## src/rtl/route_demux_pkg.sv

```systemverilog
// Shared definitions for the bit-serial NoC ingress demux: header geometry,
// next-hop fan-out and the steering FSM state type.
package route_demux_pkg;

  localparam int unsigned ROUTE_HOPW   = 2;
  localparam int unsigned ROUTE_LENW   = 8;
  localparam int unsigned ROUTE_HDRW   = ROUTE_HOPW + ROUTE_LENW;
  localparam int unsigned NEXTHOPWIDTH = 1 << ROUTE_HOPW;

  // Header field offsets (header arrives LSB first)
  localparam int unsigned HDR_HOP_LSB = 0;
  localparam int unsigned HDR_LEN_LSB = ROUTE_HOPW;

  typedef enum logic [2:0] {
    ST_IDLE,
    ST_HDR,
    ST_PAY,
    ST_DRAIN,
    ST_ERRW
  } state_e;

  // Counter must hold both a full LEN value and the header/drain length.
  function automatic int unsigned cnt_width(input int unsigned lenw, input int unsigned hdrw);
    int unsigned hw;
    hw = $clog2(hdrw + 1);
    return (lenw > hw) ? lenw : hw;
  endfunction

endpackage

```

## src/rtl/route_delay_line.sv

```systemverilog
// Serial delay line with synchronous clear; newest bit enters at the MSB,
// so taps_o[j] holds the j-th oldest stored bit and taps_o[0] is the tail.
module route_delay_line #(
  parameter int unsigned DEPTH = 9
) (
  input  logic             clk_i,
  input  logic             clear_i,
  input  logic             shift_i,
  input  logic             bit_i,
  output logic [DEPTH-1:0] taps_o
);

  logic [DEPTH-1:0] line_q;

  always_ff @(posedge clk_i) begin
    if (clear_i) begin
      line_q <= '0;
    end else if (shift_i) begin
      line_q <= {bit_i, line_q[DEPTH-1:1]};
    end
  end

  assign taps_o = line_q;

endmodule

```

## src/rtl/route_demux.sv

```systemverilog
// Ingress steering for one bit-serial NoC link: parses each packet header and
// forwards the whole packet, delayed by the header length, to one next-hop lane.
module route_demux
  import route_demux_pkg::*;
#(
  parameter int unsigned HOPW = ROUTE_HOPW,
  parameter int unsigned LENW = ROUTE_LENW,
  parameter int unsigned HDRW = HOPW + LENW,
  parameter int unsigned NH   = 1 << HOPW
) (
  input  logic          clk,
  input  logic          rst,
  input  logic          in_valid,
  input  logic          in_bit,
  output logic [NH-1:0] out_bit,
  output logic [NH-1:0] out_valid,
  output logic [NH-1:0] sel,
  output logic          busy,
  output logic          err
);

  localparam int unsigned CNTW = cnt_width(LENW, HDRW);

  state_e          state_q, state_d;
  logic [CNTW-1:0] cnt_q, cnt_d;
  logic [NH-1:0]   sel_q, sel_d;
  logic [NH-1:0]   obit_q, obit_d;
  logic            busy_q, busy_d;
  logic            err_q, err_d;
  logic            ovf_q, ovf_d;

  logic            dl_clear, dl_shift, dl_bit;
  logic [HDRW-2:0] taps;
  logic [HDRW-1:0] hdr;
  logic [HOPW-1:0] hop;
  logic [LENW-1:0] len;

  // The line is one stage short of HDRW; the lane-steered output register
  // is the final stage, keeping out_bit registered at latency HDRW.
  route_delay_line #(
    .DEPTH(HDRW - 1)
  ) u_dl (
    .clk_i  (clk),
    .clear_i(rst | dl_clear),
    .shift_i(dl_shift),
    .bit_i  (dl_bit),
    .taps_o (taps)
  );

  // On the last header bit the line already holds bits 0..HDRW-2 in order.
  assign hdr = {in_bit, taps};
  assign hop = hdr[HDR_HOP_LSB +: HOPW];
  assign len = hdr[HOPW +: LENW];

  always_comb begin
    state_d  = state_q;
    cnt_d    = cnt_q;
    sel_d    = sel_q;
    err_d    = 1'b0;
    ovf_d    = ovf_q;
    dl_clear = 1'b0;
    dl_shift = 1'b0;
    dl_bit   = 1'b0;

    unique case (state_q)
      ST_IDLE: begin
        if (in_valid) begin
          state_d  = ST_HDR;
          cnt_d    = CNTW'(1);
          dl_shift = 1'b1;
          dl_bit   = in_bit;
        end
      end
      ST_HDR: begin
        if (!in_valid) begin
          state_d  = ST_IDLE;
          cnt_d    = '0;
          err_d    = 1'b1;
          dl_clear = 1'b1;
        end else begin
          dl_shift = 1'b1;
          dl_bit   = in_bit;
          if (cnt_q == CNTW'(HDRW - 1)) begin
            sel_d = NH'(1) << hop;
            if (len == '0) begin
              state_d = ST_DRAIN;
              cnt_d   = CNTW'(HDRW);
            end else begin
              state_d = ST_PAY;
              cnt_d   = CNTW'(len);
            end
          end else begin
            cnt_d = cnt_q + CNTW'(1);
          end
        end
      end
      ST_PAY: begin
        if (!in_valid) begin
          state_d  = ST_IDLE;
          cnt_d    = '0;
          sel_d    = '0;
          err_d    = 1'b1;
          dl_clear = 1'b1;
        end else begin
          dl_shift = 1'b1;
          dl_bit   = in_bit;
          if (cnt_q == CNTW'(1)) begin
            state_d = ST_DRAIN;
            cnt_d   = CNTW'(HDRW);
          end else begin
            cnt_d = cnt_q - CNTW'(1);
          end
        end
      end
      ST_DRAIN: begin
        // Shift zeros so over-long input bits never reach the tail.
        dl_shift = 1'b1;
        if (in_valid && !ovf_q) begin
          err_d = 1'b1;
          ovf_d = 1'b1;
        end
        if (cnt_q == CNTW'(1)) begin
          sel_d   = '0;
          cnt_d   = '0;
          ovf_d   = 1'b0;
          state_d = (ovf_q || in_valid) ? ST_ERRW : ST_IDLE;
        end else begin
          cnt_d = cnt_q - CNTW'(1);
        end
      end
      ST_ERRW: begin
        if (!in_valid) begin
          state_d = ST_IDLE;
        end
      end
      default: begin
        state_d = ST_IDLE;
      end
    endcase

    obit_d = sel_d & {NH{taps[0]}};
    busy_d = (state_d != ST_IDLE);
  end

  always_ff @(posedge clk) begin
    if (rst) begin
      state_q <= ST_IDLE;
      cnt_q   <= '0;
      sel_q   <= '0;
      obit_q  <= '0;
      busy_q  <= 1'b0;
      err_q   <= 1'b0;
      ovf_q   <= 1'b0;
    end else begin
      state_q <= state_d;
      cnt_q   <= cnt_d;
      sel_q   <= sel_d;
      obit_q  <= obit_d;
      busy_q  <= busy_d;
      err_q   <= err_d;
      ovf_q   <= ovf_d;
    end
  end

  assign out_bit   = obit_q;
  assign out_valid = sel_q;
  assign sel       = sel_q;
  assign busy      = busy_q;
  assign err       = err_q;

endmodule

```

## config.mk

```make
export PLATFORM = sky130hd
export DESIGN_NAME = route_demux
export DESIGN_NICKNAME = d
export VERILOG_FILES = /design/src/rtl/route_demux_pkg.sv /design/src/rtl/route_delay_line.sv /design/src/rtl/route_demux.sv
export SDC_FILE = /design/constraint.sdc
export NUM_CORES = 1
export LEC_CHECK = 0
export ABC_AREA = 1
export CORE_UTILIZATION = 51
export DETAILED_ROUTE_END_ITERATION = 12
export GPL_ROUTABILITY_DRIVEN = 1
export PLACE_DENSITY = 0.75
export REMOVE_ABC_BUFFERS = 1
export SYNTH_ARGS = -nofsm -noshare
export SYNTH_HDL_FRONTEND = slang
export SYNTH_SLANG_ARGS = --single-unit
export TNS_END_PERCENT = 20
```

## constraint.sdc

```tcl
create_clock -name clk -period 1.41 [get_ports clk]
set_input_delay 0.141 -clock clk [delete_from_list [all_inputs] [get_ports clk]]
set_output_delay 0.141 -clock clk [all_outputs]
set_load 0.005 [all_outputs]
```

# Yosys cells after proc, flatten, opt, wreduce, memory -nomap -nowiden
# Cells that the tools add are included.
# word_totals
rom_bits,0
mem_bits_rw,0
reg_bits,31
in_bits,4
latchBits,0
elab_cells,65
out_inout_bits,14
n_memories,0
# op_classes
mux,33
add_sub_neg,2
bitwise,2
mul,0
eq_ne,7
n_lt_le_gt_ge,0
n_shift,1
div_mod_pow,0
reduce_logical,12
# ops
cell,n
8-bit two-way mux,7
8-bit one-hot mux with 4 select lines,1
3-bit two-way mux,8
4-bit two-way mux,4
3-bit one-hot mux with 5 select lines,1
4-bit one-hot mux with 3 select lines,1
1-bit two-way mux,9
"8-bit by 1-bit adder with 8-bit output, second input constant",1
"8-bit by 1-bit == test with 1-bit output, second input constant",1
"8-bit by 4-bit == test with 1-bit output, second input constant",1
8-bit logical NOT,1
"8-bit by 1-bit subtractor with 8-bit output, second input constant",1
"3-bit by 2-bit == test with 1-bit output, second input constant",2
4-bit bitwise AND,1
1-bit one-hot mux with 2 select lines,2
2-bit AND reduction,2
4-bit nonzero test,1
"1-bit by 2-bit << shifter with 4-bit output, first input constant",1
"3-bit by 1-bit == test with 1-bit output, second input constant",1
"3-bit == test, second input constant",1
3-bit logical NOT,1
3-bit nonzero test,1
3-bit OR reduction,1
"2-bit != test, second input constant",1
other kinds (6),6

# Depth between registers and ports, before layout
# depth
word_depth,6
mapped_depth,11

# Cells and area by module
# From an unflattened synthesis, not the netlist that was laid out.
# unflattened
cells_unflattened,316
area_unflattened_um2,1988.2
# by_module_without_submodules
mod,seq_area_each_um2,n_inst,area_each_um2,cells_each
route_demux,440.4,1,1605.3,259
route_delay_line,180.2,1,382.9,57

# Worst setup path after synthesis
# No wires, ideal clock.
# synth_path
kind,register to register
start,register cnt_q[0]
end,"register obit_q[1], in the netlist out_bit[1]"
t_arrival_ps,1300
n_path_buf,1
required_time_ps,1346
path_stages_with_launch,11
setup_slack_ps,46
path_cell_list,dfxtp_1 > ha_1 > nand3_1 > nor2_4 > buf_6 > nand4_1 > nand2_1 > nand2_1 > nand2_1 > nand2_1 > nor2_1
# synth_via
elab_chain_cells,5
word_cells_on_any_way,7
cone_classes,eq/ne: 2; mux: 4; bitwise: 1
# synth_lines
item,line,text
"start, declared",route_demux.sv:25,"logic [CNTW-1:0] cnt_q, cnt_d;"
"start signal, assigned",route_demux.sv:156,cnt_q <= cnt_d;
8-bit by 4-bit == test with 1-bit output,route_demux.sv:83,if (cnt_q == CNTW'(HDRW - 1)) begin
4-bit two-way mux,route_demux.sv:83,
4-bit two-way mux,route_demux.sv:75,if (!in_valid) begin
4-bit one-hot mux with 3 select lines (*),route_demux.sv:65,unique case (state_q)
4-bit bitwise AND (*),route_demux.sv:141,obit_d = sel_d & {NH{taps[0]}};
"end signal, assigned",route_demux.sv:158,obit_q <= obit_d;
"end, declared",route_demux.sv:27,"logic [NH-1:0] obit_q, obit_d;"
# Every way passes the cells marked *; elsewhere a longest branch is shown, timed or not.
# A chain may end at the register's enable or synchronous reset.

# Worst setup path after layout
# layout_path
start,register cnt_q[1]
end,"register busy_q, in the netlist busy"
# layout_via
elab_chain_cells,5
word_cells_on_any_way,9
cone_classes,eq/ne: 2; mux: 6; reduce/logical: 1
# layout_lines
item,line,text
8-bit by 1-bit == test with 1-bit output / 8-bit by 4-bit == test with 1-bit output (equally long branches),"route_demux.sv:107, route_demux.sv:122, route_demux.sv:83",
"3-bit two-way mux, on equally long branches","route_demux.sv:107, route_demux.sv:83",
"3-bit two-way mux, on equally long branches","route_demux.sv:98, route_demux.sv:75",
3-bit one-hot mux with 5 select lines (*),route_demux.sv:65,
3-bit nonzero test (*),route_demux.sv:142,busy_d = (state_d != ST_IDLE);
"end signal, assigned",route_demux.sv:159,busy_q <= busy_d;
"end, declared",route_demux.sv:28,"logic busy_q, busy_d;"
# Marked as above.

==> results by group <==
Run status
  – Run status: complete, but fails checks
  – Violated checks: setup timing

CTS
  – CTS H-tree depth: 2
  – TritonCTS Buffers: 5
  – Hold bufs inserted after CTS: 0
  – Clock tree from TritonCTS: yes
  – Clk buf depth: 2
  – Sinks on the clock net: 31
  – Clock Latency Late Sink: roughly 290 ps
  – Clock Root Buffer: sky130_fd_sc_hd__clkbuf_8
  – Clock slew at reported path FFs: ~70 ps

Power and ir drop
  – Final Total Pwr: approximately 2.0 mW
  – Standby leakage power: 1.22 nW
  – Peak supply drop: 0.501 mV
  – PD cells: 815 nW/µm²

Global routing
  – Number of antenna violations at the first check in global routing: 0
  – Wire length of the first global-routing pass: 7.56 mm
  – Vias in the first global route: ~1700
  – GRT Total Usage: approximately 24%
  – Largest net degree at the start of global routing: 13
  – Total congestion overflow after global routing: 0

Synthesis
  – Mean cell area of the mapped netlist: around 6.5 µm²
  – Area share of and/or/nand/nor cells after synthesis: between 40% and 50%
  – Post-Synthesis Cell Area: approximately 1900 µm²
  – Cell count after synthesis: around 290
  – Area fraction in compound gates after synthesis: 9.85%
  – Register bit count reported by yosys: 31
  – Register area share after synthesis: 33.0%
  – Adder-Cell Fraction of Synth Area: 2.00%
  – Yosys warns: 0
  – Combinational family with the most area after synthesis: simple AND/OR/NAND/NOR gates
  – Xor and xnor area share after synthesis: 2.33%
  – Multiplexer share of the synthesized area: 0%
  – Number of distinct library cells after synthesis: 28

Setup path
  – R2R Path Start: cnt_q[1]$_SDFFE_PP0P_
  – Sort of element at the end of the critical path: flip-flop
  – Maximum cell stage delay along the critical path: 330 ps
  – WS Path Type: reg2reg
  – Data arrival at the endpoint of the critical path: 1670 ps
  – Cell Chain, Critical Path: inv_2 -> ha_4 -> nand3_4 -> nor2_4 -> buf_4 -> nand2_1 -> nand2_1 -> nand3_1 -> nand2_1 -> nand3_1
  – Slowest stage cell, crit path: sky130_fd_sc_hd__dfxtp_2
  – Crit Path Max Fanout: 6
  – Data required, critical path: between 1500 and 2000 ps
  – Crit-path most repeated cell: sky130_fd_sc_hd__nand2_1
  – CP Launch Type: flip-flop
  – Start point of the critical path: cnt_q[1]$_SDFFE_PP0P_
  – Worst reg2reg setup slack: -80 ps

Floorplan
  – I/O pin cnt: 18
  – Core area: 3440 µm²
  – Initial core utilization: a little over half
  – Die area: about 4000 µm²
  – Die H: 62.7 µm
  – Die width: 62.7 µm
  – Site row count: 21

Routing
  – Detailed-router iteration count before antenna repair: 4
  – Vias: 1936
  – Antenna-violating nets left: 0
  – DRT Wirelength: 4.53 mm
  – Count of unresolved DRC violations after routing: 0
  – Avg WL per Cell: 11.7 µm
  – DRC violation total after the first TritonRoute iteration: 94
  – Avg Vias per Cell: between 4 and 5

Placed design
  – Placed Cells: 377
  – Number of buffers inserted by port buffering: 17
  – Final Wtd Congestion: 0.876
  – Total half-perimeter wirelength after legalization and detailed placement: 3.29 mm
  – Worst setup slack before clock tree synthesis: -124 ps

STA
  – TNS Setup: -310 ps
  – Final-report setup violation count: 12
  – Highest clock rate: between 0.6 and 0.7 GHz
  – Clock Skews: roughly 7 ps
  – Worst Tran Pin Value: 290 ps
  – Hold_ws: 436 ps
  – Final slew viol count: 0
  – Unrepaired setup endpoints after global routing: true
  – Final period util: 106%
  – Minimum setup slack in the final design: -85.0 ps
  – Worst rel slew slack: 80.6%
  – Final min period: 1490 ps
  – Hold violation total from the final report: 0

Final layout
  – Layout Area Growth over Synthesis: 32.9%
  – Share of layout cells above drive strength 1: between 20% and 30%
  – Number of nets in the final layout: 348
  – Fillers: ~300
  – Number of inserted diodes: 0
  – Most common library cell in the layout ignoring fill and taps: sky130_fd_sc_hd__nand2_1
  – Leading cell types in the layout, fill and taps excluded: sky130_fd_sc_hd__nand2_1, sky130_fd_sc_hd__inv_1, sky130_fd_sc_hd__buf_4
  – Non-filler cells in the finished layout: 388

Run
  – Number of max-cap violations: 0

Worst hold path
  – Hold Crit Start: rst
  – Hold WC Path Type: in2reg
==> report_power, final <==
| part | switching, mW | leakage, nW | internal (mW) |
|---|---|---|---|
| Sequential | 0.0112 | 0.254 | 0.888 |
| Combinational | 0.128 | 0.907 | 0.0961 |
| Clock | 0.341 | 0.0612 | 0.571 |
| Total | 0.480 | 1.22 | 1.56 |
==> registers in the layout, summed over array words and instances, names as in the netlist <==
name         cells
busy             1
cnt_q            8
ovf_q            1
state_q          3
out_bit          4
u_dl.taps_o      9
out_valid        4
err              1
==> path summary, 6_finish.rpt <==
check / end / depth (start not counted)
setup / recovery: busy$_SDFF_PP0_ / 10
setup reg to reg: busy$_SDFF_PP0_ / 10
hold / removal: err$_SDFF_PP0_ / 2
hold reg to reg: u_dl.taps_o[4]$_SDFFE_PP0P_ / 2
==> stage by stage <==
stage	cell area [µm²]	util (%)
finish	2500	72.6
global route	2500	72.6
CTS	2450	71.1
detailed placement	2280	66.3
global placement	2280	66.3
floorplan	1810	-
==> worst max-delay path: cells and delay by family (launching register included) <==
kind | cells | cell delay [ps]
AND/OR/NAND/NOR | 7 | 680
flip-flops | 1 | 330
buffers and inverters | 2 | 230
adder cells (fa/ha/maj) | 1 | 140
==> cell type report <==
type	instances	area (µm²)	area share, %
multi-input cells	208	1090	43.6
well taps	46	57.6	2.30
clock buffers	6	82.6	3.30
repair buffers	52	440	17.6
flip-flops and latches	31	629	25.2
inverters	43	164	6.56
clock inverters	2	35.0	1.40
==> timing repair <==
action / in CTS / in global routing
pin swaps: 4 / 5
setup buffers: 1 / 2
endpoints found under the setup margin: 16 / 28
gates resized for setup: 12 / 14
==> synthesized netlist by cell type <==
cell type                   count  area [µm²]
sky130_fd_sc_hd__a21oi_1       17        85.1
sky130_fd_sc_hd__buf_2          3        15.0
sky130_fd_sc_hd__buf_4          4        30.0
sky130_fd_sc_hd__buf_6          2        22.5
sky130_fd_sc_hd__clkinv_1       1        3.75
sky130_fd_sc_hd__dfxtp_1       31         621
sky130_fd_sc_hd__ha_1           3        37.5
sky130_fd_sc_hd__inv_1         35         131
sky130_fd_sc_hd__inv_2          7        26.3
sky130_fd_sc_hd__nand2_1       81         304
sky130_fd_sc_hd__nand2_2        4        25.0
sky130_fd_sc_hd__nand2_4        1        11.3
sky130_fd_sc_hd__nand3_1       30         150
sky130_fd_sc_hd__nand3_2        1        10.0
sky130_fd_sc_hd__nand3b_1       3        22.5
sky130_fd_sc_hd__nand4_1        6        37.5
sky130_fd_sc_hd__nor2_1        31         116
sky130_fd_sc_hd__nor2_2         3        18.8
sky130_fd_sc_hd__nor2_4         4        45.0
sky130_fd_sc_hd__nor3_1         1        5.00
sky130_fd_sc_hd__nor3b_4        1        18.8
sky130_fd_sc_hd__o2111ai_1      1        8.76
sky130_fd_sc_hd__o211ai_1       2        15.0
sky130_fd_sc_hd__o21ai_0        8        40.0
sky130_fd_sc_hd__o21ai_1        4        20.0
sky130_fd_sc_hd__o21ai_2        1        8.76
sky130_fd_sc_hd__o21bai_1       1        7.51
sky130_fd_sc_hd__xor2_1         5        43.8
==> kinds of logic (layout without fill, tap and decap cells) <==
group           after synthesis  after routing
flops                        31             31
compound gates               34             34
xor+xnor                      5              5
simple gates                166            166
fa+ha+maj                     3              3
buf+inv                      52            103
==> metal layers <==
layer | routed length [µm] | global-route usage, % | share of wire (%) | vias to the layer above
met3 | 249 | 6.57 | 5.5 | 5
met2 | 2150 | 41.4 | 47 | 41
met4 | 46 | 8.14 | 1.0 | 0
li1 | - | - | - | 1013
met5 | 0 | 0 | 0 | -
met1 | 2080 | 29.9 | 46 | 877
(Power assumes the default switching activity.)
